## src/rtl/weight_stream_ctrl.sv

```systemverilog
// weight_stream_ctrl: streams a (base, length) slice of a 1-cycle-latency weight ROM onto a valid/ready byte stream.
// Optional stall counter output is enabled by defining WEIGHT_STREAM_STALL_CNT_EN.
module weight_stream_ctrl #(
  parameter int DEPTH = 1024,
  parameter int AW    = $clog2(DEPTH),
  parameter int LEN_W = AW + 1
) (
  input  logic             clk,
  input  logic             rst_n,
  input  logic             cmd_valid,
  output logic             cmd_ready,
  input  logic [AW-1:0]    cmd_base,
  input  logic [LEN_W-1:0] cmd_len,
  input  logic             abort,
  output logic [AW-1:0]    rom_addr,
  input  logic [7:0]       rom_data,
  output logic             out_valid,
  input  logic             out_ready,
  output logic [7:0]       out_data,
  output logic             out_last,
  output logic             busy,
  output logic             done
`ifdef WEIGHT_STREAM_STALL_CNT_EN
  ,
  output logic [31:0]      stall_cnt
`endif
);
  typedef enum logic [1:0] {IDLE, RUN, DRAIN} state_t;
  state_t           state;
  logic [AW-1:0]    ptr, addr_q;
  logic [LEN_W-1:0] rem;
  logic [1:0][8:0]  mem;
  logic [1:0]       count;
  logic             wp, rp, inflight, inflight_last;
  logic             pop, push, issue, accept, flush;
  logic [2:0]       occ;
  assign cmd_ready = state == IDLE;
  assign busy      = state != IDLE;
  assign out_valid = count != 2'd0;
  assign out_data  = mem[rp][7:0];
  assign out_last  = mem[rp][8];
  assign pop       = out_valid && out_ready;
  assign push      = inflight;
  assign accept    = cmd_valid && state == IDLE;
  assign flush     = abort && state != IDLE;
  // Slots committed for next cycle: held bytes plus the read in flight, minus what leaves now.
  assign occ       = {1'b0, count} + {2'b0, inflight} - {2'b0, pop};
  assign issue     = state == RUN && rem != '0 && occ < 3'd2;
  assign rom_addr  = issue ? ptr : addr_q;
  // Sequencer, address issue, 2-entry output buffer and done pulse.
  always_ff @(posedge clk or negedge rst_n) begin
    if (!rst_n) begin
      state         <= IDLE;
      ptr           <= '0;
      addr_q        <= '0;
      rem           <= '0;
      mem           <= '0;
      count         <= '0;
      wp            <= 1'b0;
      rp            <= 1'b0;
      inflight      <= 1'b0;
      inflight_last <= 1'b0;
      done          <= 1'b0;
    end else begin
      addr_q <= rom_addr;
      done   <= 1'b0;
      if (flush) begin
        state    <= IDLE;
        count    <= '0;
        wp       <= 1'b0;
        rp       <= 1'b0;
        inflight <= 1'b0;
      end else begin
        inflight <= issue;
        if (issue) begin
          inflight_last <= rem == LEN_W'(1);
          ptr           <= ptr == AW'(DEPTH - 1) ? '0 : ptr + 1'b1;
          rem           <= rem - 1'b1;
        end
        if (push) begin
          mem[wp] <= {inflight_last, rom_data};
          wp      <= ~wp;
        end
        if (pop) rp <= ~rp;
        count <= count + {1'b0, push} - {1'b0, pop};
        case (state)
          IDLE: if (accept) begin
            ptr <= cmd_base;
            rem <= cmd_len;
            if (cmd_len != '0) state <= RUN;
            else done <= 1'b1;
          end
          RUN: if (issue && rem == LEN_W'(1)) state <= DRAIN;
          DRAIN: if (pop && out_last) begin
            state <= IDLE;
            done  <= 1'b1;
          end
          default: state <= IDLE;
        endcase
      end
    end
  end
`ifdef WEIGHT_STREAM_STALL_CNT_EN
  // Saturating count of backpressured cycles for the current command.
  always_ff @(posedge clk or negedge rst_n) begin
    if (!rst_n) stall_cnt <= '0;
    else if (accept) stall_cnt <= '0;
    else if (busy && out_valid && !out_ready && stall_cnt != 32'hFFFF_FFFF) stall_cnt <= stall_cnt + 1'b1;
  end
`endif
endmodule

```

## config.mk

```make
export PLATFORM = sky130hd
export DESIGN_NAME = weight_stream_ctrl
export DESIGN_NICKNAME = d
export VERILOG_FILES = /design/src/rtl/weight_stream_ctrl.sv
export SDC_FILE = /design/constraint.sdc
export NUM_CORES = 1
export LEC_CHECK = 0
export CAP_MARGIN = 20
export CORE_ASPECT_RATIO = 1.4
export CORE_MARGIN = 3
export CORE_UTILIZATION = 56
export DETAILED_ROUTE_END_ITERATION = 6
export MAX_ROUTING_LAYER = met4
export PLACE_DENSITY_LB_ADDON = 0.2
export SLEW_MARGIN = 15
export SYNTH_ARGS = -nofsm -noshare
export SYNTH_HDL_FRONTEND = slang
export SYNTH_SLANG_ARGS = --single-unit
```

## constraint.sdc

```tcl
create_clock -name clk -period 6.1 [get_ports clk]
set_input_delay 1.525 -clock clk [delete_from_list [all_inputs] [get_ports clk]]
set_output_delay 1.525 -clock clk [all_outputs]
set_load 0.05 [all_outputs]
```

==> summary.txt, run 1 <==
Detailed routing
  • Vias after detailed routing: 2,625
  • DRT Pass-1 Iters: 4
  • Wire per inst: roughly 17 um
  • DRT Wirelength: about 7.2 mm
  • Via/cell ratio: a little over 6
  • Remaining DRCs: 0
  • ANT nets after route: 0
  • Drt first-iter violations: between 150 and 200

Logic synthesis
  • Cells after Synth: approximately 300
  • Synth area leader: dfrtp_1
  • Synth cell count leaders: 58 x dfrtp_1, 44 x nand2_1, 27 x mux2_2
  • Yosys cell types: 49
  • Ys Warns: 0
  • Netlist Area Pre-Place: ~3000 um^2
  • Largest cells by area after synthesis: dfrtp_1 49%, mux2_2 10%, nand2_1 5.5%
  • Ys flop type: dfrtp_1
  • FFs w/ async S/R, synth: 1.000
  • #FFs+latches synth: 58
  • Yosys top cell area share: 0.4864
  • Seq/Total Area, Yosys: 0.4864
  • Most frequent cell after synthesis: dfrtp_1
  • Synthesized Nets: approximately 340
  • Number of synthesized flops with an enable pin: 0
  • Mean Syn Cell Area: 10.12 um^2

Global route
  • Global Route Usage Sum: 0.2590
  • Grt total ovfl: 0
  • Largest net degree at the start of global routing: 59
  • Initial antenna violation count: 0
  • Vias in the first global route: 2,601
  • First-pass GRT wire length: 11.98 mm

Setup path
  • Req. time, crit path: around 4.6 ns
  • Worst setup path start: out_ready
  • Worst endpoint data arrival time: around 4.4 ns
  • Setup crit end: rom_addr[0]
  • Reg2Reg Setup Slack: 3.00 ns
  • Crit-path cells: clkdlybuf4s50_1, o21a_1, ha_1, inv_1, ha_1, inv_1, fa_1, xnor2_1, and4b_1, nand2_1, o21ai_0, buf_12
  • Slowest CP cell: o21ai_0
  • R2R Path End: ptr[5]
  • Crit Path Class: input port to output port
  • Crit path max fanout: 3
  • Critical R2R Launch: count[1]
  • Critical Path Max Stage Delay: approximately 0.53 ns
  • CP endpoint kind: output port
  • Startpoint types: input port
  • Reg2Reg Depth: 13

Timing
  • RSZ-0062 raised after global routing: false
  • Clock skew: about 0.0073 ns
  • Final Critical Period: slightly below 6 ns
  • Max Slew Vio Count: 0
  • Worst slew margin: 0.4574
  • Final Setup Violations: 0
  • Final hold viol count: 0
  • Max Clk Rate: ~170 MHz
  • Hold slack final: around 0.5 ns
  • Worst-Margin Slew: around 0.8 ns
  • Setup TNS: 0 ns
  • Tcrit/Tclk final: 0.9626

Cells and area
  • Final #Nets: around 400
  • FF/Latch Area: about 1500 um^2
  • Area occupied by multi-input gates: about 1400 um^2
  • Fillcell total: 355
  • Share of cells above drive strength 1: 0.1861
  • Antenna Diode Count: 0
  • P&R area growth vs syn: 31.66%

Clocking
  • Max Buffers Root-to-Sink: 2
  • CTS Hold Buffers Added: 0
  • H-tree depth: 3
  • Clock root cell: clkbuf_8
  • Worst-Skew Late Latency: 0.34 ns
  • TritonCTS Buffers: 9
  • Post-CTS Resized: 0
  • Worst-path clk slew: 0.07 ns
  • Num Clock Sinks: 58
  • Setup Buffers After CTS: 0
  • CTS tree: done

Power and ir drop
  • Internal: 1.287 mW
  • Worst vdd ir: about 0.48 mV
  • Static Leak: around 1.7 nW
  • Psw: roughly 1 mW
  • Switching part of the total power: 0.4302
  • Clk network pwr share: 0.173
  • Comb power frac: 0.532
  • Pwr dens: 574.9 nW/um^2
  • Sequential share of power: 0.295

Die
  • Cell Rows: 30
  • Starting Density: 0.5977
  • Horiz. Die Dim: between 60 and 70 um
  • Core Area: around 5000 um^2
  • Die height: roughly 90 um
  • I/O Pins: between 50 and 60
  • Die area: roughly 6300 um^2

Run status
  • Status: finished clean

Run
  • Max cap viols: 0

Place
  • Detail Placement HPWL: between 5 and 6 mm
  • Port Buffers: 56
  • Final Wtd Congestion: ~0.88

Worst hold path
  • Worst min path class: flop to flop
metal layers:
metal,global-route usage,vias up,share of wire
met3,0.03155,16,0.062
li1,-,1214,-
met2,0.4127,98,0.53
met1,0.3160,1297,0.38
met4,0.1371,0,0.026
met5,-,-,0
state kept, by name (all words and copies together) (netlist names):
signal and cells:
rem 11, inflight 1, state 2, rp 1
ptr 10, count 2, wp 1, mem 18
done 1, addr_q 10, inflight_last 1
per-stage QoR:
step / std cells / power, mW / instance area [um^2] / worst slack (ns) / utilization
floorplan: 295 / 1.383 / 2984 / 0.05310 / -
global placement: 408 / 1.838 / 3710 / 0.3816 / 0.7431
detailed placement: 408 / 1.876 / 3710 / 0.2172 / 0.7431
CTS: 424 / 2.270 / 3929 / 0.1939 / 0.7870
global route: 424 / 2.372 / 3929 / 0.09278 / 0.7870
finish: 424 / 2.259 / 3929 / 0.2284 / 0.7870
worst max-delay path: cells and delay by family:
| family | cells | cell delay (ns) |
|---|---|---|
| buf+inv | 4 | 0.82 |
| fa+ha+maj | 3 | 0.76 |
| compound gates | 2 | 0.73 |
| simple gates | 2 | 0.33 |
| xor+xnor | 1 | 0.19 |
layout make-up:
cell class,instances,area share
multi-input cells,215,0.3666
inverters,8,0.007643
repair buffers,63,0.1803
clock buffers,11,0.03599
flip-flops and latches,58,0.3694
clock inverters,5,0.01975
well taps,64,0.02038
power by group through the flow:
stage	combinational, mW	sequential [mW]	clock (mW)
CTS	1.21	0.664	0.396
global route	1.27	0.688	0.409
finish	1.20	0.666	0.391
floorplan	0.760	0.623	0
global placement	1.18	0.660	0
detailed placement	1.21	0.670	0
cell usage in the layout, fill, tap and decap left out, types with 2 or more instances in the layout:
cell type        count
ha_1                 5
and3_1               3
nor2_1              15
nand3_1             12
a221o_1              2
nor2b_1              2
or3_1                4
o211ai_1             6
dfrtp_1             58
or4_1                5
a22oi_1              7
or2_2                2
o311ai_0             2
nor4_1               7
clkinv_2             2
buf_12              10
and2_1               2
o21ai_0              3
nand2_1             44
a21oi_1              9
nand4_1              8
inv_1                8
a211oi_1             6
bufinv_16            2
o22ai_1              9
clkdlybuf4s50_1     45
mux2_2              27
clkbuf_8            10
a2bb2oi_1            2
xnor2_1              3
nor3_1               7
buf_4                7
nand3b_1             3
nor3b_1              3
cells by family (layout without fill, tap and decap cells):
kind of cell / Yosys count / count (layout) / share of synthesized area
and+or+nand+nor: 125 / 125 / 0.2176
DFF: 58 / 58 / 0.4864
AOI/OAI and AO/OA: 53 / 53 / 0.1233
muxes: 28 / 28 / 0.1052
buffers and inverters: 22 / 87 / 0.03102
adders and majority gates: 6 / 6 / 0.02767
xor gates and xnor gates: 3 / 3 / 0.008807
worst min path at each step:
stage	start	end	slack, ns	depth (start not counted)
finish	mem[2]	mem[2]	0.50	1
CTS	mem[14]	mem[14]	0.50	1
global placement	mem[11]	mem[11]	0.48	1
detailed placement	mem[14]	mem[14]	0.49	1
floorplan	inflight_last	inflight_last	0.46	2
global route	mem[16]	mem[16]	0.52	1
(Power assumes the default switching activity.)
==> run 2, diff against run 1 <==
--- a/config.mk
+++ b/config.mk
@@ -8,7 +8,7 @@
 export CAP_MARGIN = 20
 export CORE_ASPECT_RATIO = 1.4
 export CORE_MARGIN = 3
-export CORE_UTILIZATION = 56
+export CORE_UTILIZATION = 52
 export DETAILED_ROUTE_END_ITERATION = 6
 export MAX_ROUTING_LAYER = met4
 export PLACE_DENSITY_LB_ADDON = 0.2
==> constraint.sdc (replaced) <==
create_clock -name clk -period 5.6 [get_ports clk]
set_input_delay 1.4 -clock clk [delete_from_list [all_inputs] [get_ports clk]]
set_output_delay 1.4 -clock clk [all_outputs]
set_load 0.05 [all_outputs]
==> summary.txt, run 2 (synthesis results as in run 1) <==
Run status
  • Status: finished clean

Setup path
  • Slowest CP cell: clkdlybuf4s50_1
  • Top delay family on crit path: buffers and inverters
  • Crit path max fanout: 16 (+13)
  • Critical Path Max Stage Delay: 0.46 ns (-0.07 ns)
  • CP endpoint kind: output port
  • Startpoint types: input port
  • Worst endpoint data arrival time: 3.96 ns (-0.39 ns)
  • Req. time, crit path: 4.20 ns (-0.38 ns)
  • Crit Path Class: input port to output port
  • Worst path bufs/invs: 5 (+1)
  • Crit-path cells: clkdlybuf4s50_1, o21a_1, ha_1, inv_1, ha_1, inv_1, fa_1, xnor2_1, and4b_1, nand2_2, buf_12, nand2_1, o21ai_1, buf_12

Detailed routing
  • Drt first-iter violations: 205 (+15%)
  • Remaining DRCs: 0 (unchanged)
  • ANT nets after route: 0 (unchanged)
  • DRT Wirelength: 7.038 mm (-2.5%)
  • DRT Pass-1 Iters: 4 (unchanged)
  • Wire per inst: 16.41 um (-3.6%)
  • Via/cell ratio: 5.993 (-3.2%)
  • Vias after detailed routing: 2,571 (-2.1%)

Clocking
  • Worst-Skew Late Latency: 0.34 ns (about the same)
  • Clock root cell: clkbuf_8
  • CTS tree: done
  • Num Clock Sinks: 58 (unchanged)
  • H-tree depth: 3 (unchanged)
  • CTS Hold Buffers Added: 0 (unchanged)
  • Worst-path clk slew: 0.07 ns (about the same)
  • TritonCTS Buffers: 9 (unchanged)
  • Max Buffers Root-to-Sink: 2 (unchanged)
  • Setup Buffers After CTS: 0 (unchanged)

Power and ir drop
  • Pwr dens: 623.2 nW/um^2 (+8.4%)
  • Static Leak: 1.678 nW (+0.67%)
  • Worst vdd ir: 0.2438 mV (-49%)

Global route
  • Largest net degree at the start of global routing: 59 (unchanged)
  • Global Route Usage Sum: 0.2440 (-0.01500)
  • Grt total ovfl: 0 (unchanged)
  • GR Util met2: 0.3998 (-0.01283)
  • GRT busiest layer: met2
  • Initial antenna violation count: 0 (unchanged)
  • Vias in the first global route: 2,661 (+2.3%)
  • GR Util met1: 0.2943 (-0.02173)
  • Met3 usage: 0.05485 (+0.02330)
  • First-pass GRT wire length: 12.42 mm (+3.7%)

Place
  • Final Wtd Congestion: 0.8764 (about the same)
  • Pre-CTS setup slack: 0.1318 ns (-0.08535 ns)
  • Port Buffers: 56 (unchanged)
  • Detail Placement HPWL: 4.845 mm (-6.0%)

Timing
  • Final Critical Period: about 5.4 ns
  • Final Setup Violations: 0 (unchanged)
  • Tcrit/Tclk final: 0.9575
  • Max Clk Rate: roughly 190 MHz
  • Final Worst Setup Slack: 0.2380 ns (+0.009673 ns)
  • Worst-Margin Slew: 0.8011 ns (-0.01280 ns)
  • Hold slack final: 0.5026 ns (+0.0006640 ns)
  • Final hold viol count: 0 (unchanged)
  • Max Slew Vio Count: 0 (unchanged)
  • Setup TNS: 0 ns (unchanged)
  • Clock skew: 0.007851 ns (+0.0005322 ns)
  • Worst slew margin: 0.4659 (+0.008535)

Die
  • Cell Rows: 32 (+6.7%)
  • Die area: 6696 um^2 (+7.1%)
  • Horiz. Die Dim: 70.03 um (+3.4%)
  • Core Area: 5525 um^2 (+11%)
  • I/O Pins: 57 (unchanged)
  • Starting Density: 0.5401 (-0.05766)
  • Die height: 95.63 um (+3.5%)

Cells and area
  • Most frequent cells in the layout: 58 x dfrtp_1, 45 x clkdlybuf4s50_1, 43 x nand2_1
  • Share of cells above drive strength 1: 0.1939 (+0.007795)
  • Biggest regs: mem (18), rem (11)
  • Final #Nets: 396 (+0.25%)
  • Largest register FFs: 18 (unchanged)
  • Commonest non-fill, non-tap cell in the layout: dfrtp_1
  • Register with the most flip-flops: mem
  • Antenna Diode Count: 0 (unchanged)
  • P&R area growth vs syn: 32.66%

Worst hold path
  • Worst min path class: flop to flop

Run
  • Max cap viols: 0 (unchanged)
[run 2: cell count changes in the layout (fill, tap and decap cells not counted), sizes merged]
| cell | delta |
|---|---|
| buf | +1 |
[run 2: area by class of cell]
type / instances / area [um^2]
tap: 68 / 85.08
fill: 416 / 1567
inverter: 8 / 30.03
timing repair buffer: 64 / 728.2
multi-input combinational: 215 / 1445
clock inverter: 5 / 77.57
clock buffer: 11 / 141.4
sequential: 58 / 1451
[run 2: metrics by stage]
| stage | area, um^2 | cells | utilization | total power [mW] |
|---|---|---|---|---|
| after floorplan | 2984 | 295 | - | 1.507 |
| after global placement | 3735 | 413 | 0.6760 | 2.015 |
| after detailed placement | 3735 | 413 | 0.6760 | 2.040 |
| after CTS | 3954 | 429 | 0.7156 | 2.476 |
| after global routing | 3959 | 429 | 0.7165 | 2.617 |
| final | 3959 | 429 | 0.7165 | 2.467 |
[run 2: repair_timing]
item	in CTS	in global routing
gates resized for setup	0	2
endpoints found under the setup margin	0	10
hold endpoints to repair	0	0
[run 2: per-layer routing]
metal,vias up,routed length [um]
met1,1261,3077
met5,-,0
met2,73,3494
met4,0,189
met3,16,277
li1,1221,-
[run 2: path summary, 6_finish.rpt]
path                       startpoint          end  slack [ns]  cells after the start
max                         out_ready  rom_addr[0]        0.24                     14
max in group asynchronous       rst_n       rem[0]        3.92                      2
min reg2reg                   mem[13]      mem[13]        0.50                      1
min                           mem[13]      mem[13]        0.50                      1
min in group asynchronous       rst_n      mem[13]        1.19                      2
max reg2reg                  count[1]       ptr[5]        2.55                     13
[run 2: power breakdown]
group          switching [mW]  internal, mW
Sequential              0.145         0.580
Clock                   0.167         0.261
Combinational           0.738         0.576
Total                    1.05          1.42
==> run 3, diff against run 2 <==
--- a/config.mk
+++ b/config.mk
@@ -5,9 +5,9 @@
 export SDC_FILE = /design/constraint.sdc
 export NUM_CORES = 1
 export LEC_CHECK = 0
-export CAP_MARGIN = 20
+export CAP_MARGIN = 10
 export CORE_ASPECT_RATIO = 1.4
-export CORE_MARGIN = 3
+export CORE_MARGIN = 5
 export CORE_UTILIZATION = 52
 export DETAILED_ROUTE_END_ITERATION = 6
 export MAX_ROUTING_LAYER = met4
==> summary.txt, run 3 (synthesis results as in run 1) <==
Clocking
  • Worst-Skew Late Latency: 0.34 ns (about the same)
  • H-tree depth: 3 (unchanged)
  • Num Clock Sinks: 58 (unchanged)
  • Clock root cell: clkbuf_8
  • Worst-path clk slew: 0.06 ns (about the same)
  • Max Buffers Root-to-Sink: 2 (unchanged)
  • TritonCTS Buffers: 9 (unchanged)
  • CTS tree: done
  • Setup Buffers After CTS: 0 (unchanged)

Timing
  • Final Critical Period: 5.447 ns (+0.08516 ns)
  • Tcrit/Tclk final: 0.9727 (+0.01521)
  • Worst-Margin Slew: 0.8212 ns (+0.02008 ns)
  • Max Slew Vio Count: 0 (unchanged)
  • Clock skew: 0.006175 ns (-0.001676 ns)
  • RSZ-0062 raised after global routing: false
  • Setup TNS: 0 ns (unchanged)
  • Final hold viol count: 0 (unchanged)
  • Max Clk Rate: 183.6 MHz (-1.6%)
  • Final Worst Setup Slack: 0.1529 ns (-0.08516 ns)
  • Worst slew margin: 0.4525 (-0.01338)
  • Final Setup Violations: 0 (unchanged)

Cells and area
  • Fillcell total: 418 (+0.48%)
  • Largest register FFs: 18 (unchanged)
  • Final #Nets: 395 (-0.25%)
  • Most frequent cells in the layout: 58 x dfrtp_1, 45 x clkdlybuf4s50_1, 44 x nand2_1
  • Share of cells above drive strength 1: 0.1889 (-0.005017)
  • P&R area growth vs syn: 31.07%
  • Biggest regs: mem (18), rem (11)
  • Register with the most flip-flops: mem
  • Antenna Diode Count: 0 (unchanged)
  • Commonest non-fill, non-tap cell in the layout: dfrtp_1
  • Final std cells w/o fill: 428 (-0.23%)

Setup path
  • Req. time, crit path: 4.20 ns (about the same)
  • Reg2Reg Setup Slack: 2.46 ns (-0.09 ns)
  • CP endpoint kind: output port
  • Crit path max fanout: 19 (+3)
  • Crit Path Class: input port to output port
  • Startpoint types: input port
  • Worst endpoint data arrival time: 4.05 ns (+0.09 ns)

Detailed routing
  • Wire per inst: 17.11 um (+4.3%)
  • Via/cell ratio: 5.986 (-0.12%)
  • Drt first-iter violations: 109 (-47%)
  • DRT Pass-1 Iters: 4 (unchanged)
  • Remaining DRCs: 0 (unchanged)
  • DRT Wirelength: 7.324 mm (+4.1%)
  • Vias after detailed routing: 2,562 (-0.35%)
  • ANT nets after route: 0 (unchanged)

Power and ir drop
  • Worst vdd ir: 0.3869 mV (+59%)
  • Total power: 2.410 mW (-2.3%)
  • Static Leak: 1.654 nW (-1.5%)
  • Pwr dens: 616.1 nW/um^2 (-1.1%)

Worst hold path
  • Worst min path class: flop to flop

Run
  • Max cap viols: 0 (unchanged)

Die
  • Die height: 99.63 um (+4.2%)
  • Cell Rows: 32 (unchanged)
  • I/O Pins: 57 (unchanged)
  • Core Area: 5565 um^2 (+0.72%)
  • Die area: 7375 um^2 (+10%)
  • Horiz. Die Dim: 74.03 um (+5.7%)
  • Starting Density: 0.5362 (-0.003886)

Global route
  • Global Route Usage Sum: 0.2156 (-0.02842)
  • Vias in the first global route: 2,585 (-2.9%)
  • Initial antenna violation count: 0 (unchanged)
  • First-pass GRT wire length: 12.05 mm (-3.0%)
  • Grt total ovfl: 0 (unchanged)
  • Largest net degree at the start of global routing: 59 (unchanged)

Place
  • Detail Placement HPWL: 5.262 mm (+8.6%)
  • Final Wtd Congestion: 0.8770 (about the same)
  • Pre-CTS setup slack: 0.1437 ns (+0.01183 ns)
  • Port Buffers: 56 (unchanged)
  • DP Cell Count: 412 (-0.24%)

Run status
  • Status: finished clean
[run 3: worst paths after layout]
path,start,endpoint,cells past startpoint
worst max-delay path,out_ready,rom_addr[6],14
worst min-delay path,inflight_last,inflight_last,2
worst max register to register,count[1],ptr[5],13
worst min register to register,inflight_last,inflight_last,2
max in group asynchronous,rst_n,mem[12],2
min in group asynchronous,rst_n,mem[9],2
[run 3: area by class of cell]
cell class | count | area, um^2 | share of cell area
timing repair buffer | 63 | 711.9 | 0.1820
multi-input combinational | 215 | 1440 | 0.3682
inverter | 8 | 30.03 | 0.007678
sequential | 58 | 1451 | 0.3711
clock buffer | 9 | 123.9 | 0.03167
clock inverter | 7 | 68.82 | 0.01759
tap | 68 | 85.08 | 0.02175
[run 3: through the flow]
stage / hold WS (ns) / utilization / instance area (um^2)
floorplan: 0.4637 / - / 2984
global placement: 0.4814 / 0.6675 / 3715
detailed placement: 0.4888 / 0.6675 / 3715
CTS: 0.5062 / 0.7021 / 3908
global route: 0.5232 / 0.7028 / 3911
finish: 0.4977 / 0.7028 / 3911
[run 3: per-layer routing]
| metal | vias up | global-route usage | share of wire |
|---|---|---|---|
| met5 | - | - | 0 |
| met4 | 0 | 0.07671 | 0.020 |
| met3 | 12 | 0.03842 | 0.068 |
| met2 | 94 | 0.3607 | 0.53 |
| met1 | 1238 | 0.2566 | 0.39 |
| li1 | 1218 | - | - |
[run 3: power by group]
| group | switching (mW) | internal [mW] |
|---|---|---|
| registers | 0.146 | 0.580 |
| clock network | 0.171 | 0.204 |
| logic | 0.746 | 0.563 |
[run 3: worst max-delay path, cell delays in order]
cell and delay (ns):
clkdlybuf4s50_1 0.46, o21a_1 0.18, ha_1 0.25, inv_1 0.06, ha_1 0.14, inv_1 0.05, fa_1 0.37, xnor2_1 0.18
and4b_1 0.25, nand2_1 0.09, buf_4 0.22, nand2_1 0.10, nand2_1 0.11, buf_12 0.17
[run 3: repair_timing]
| item | in CTS | in global routing |
|---|---|---|
| setup endpoints to repair | 0 | 1 |
| endpoints found under the hold margin | 0 | 0 |
| gates resized for setup | 0 | 1 |
| hold buffers | 0 | 0 |
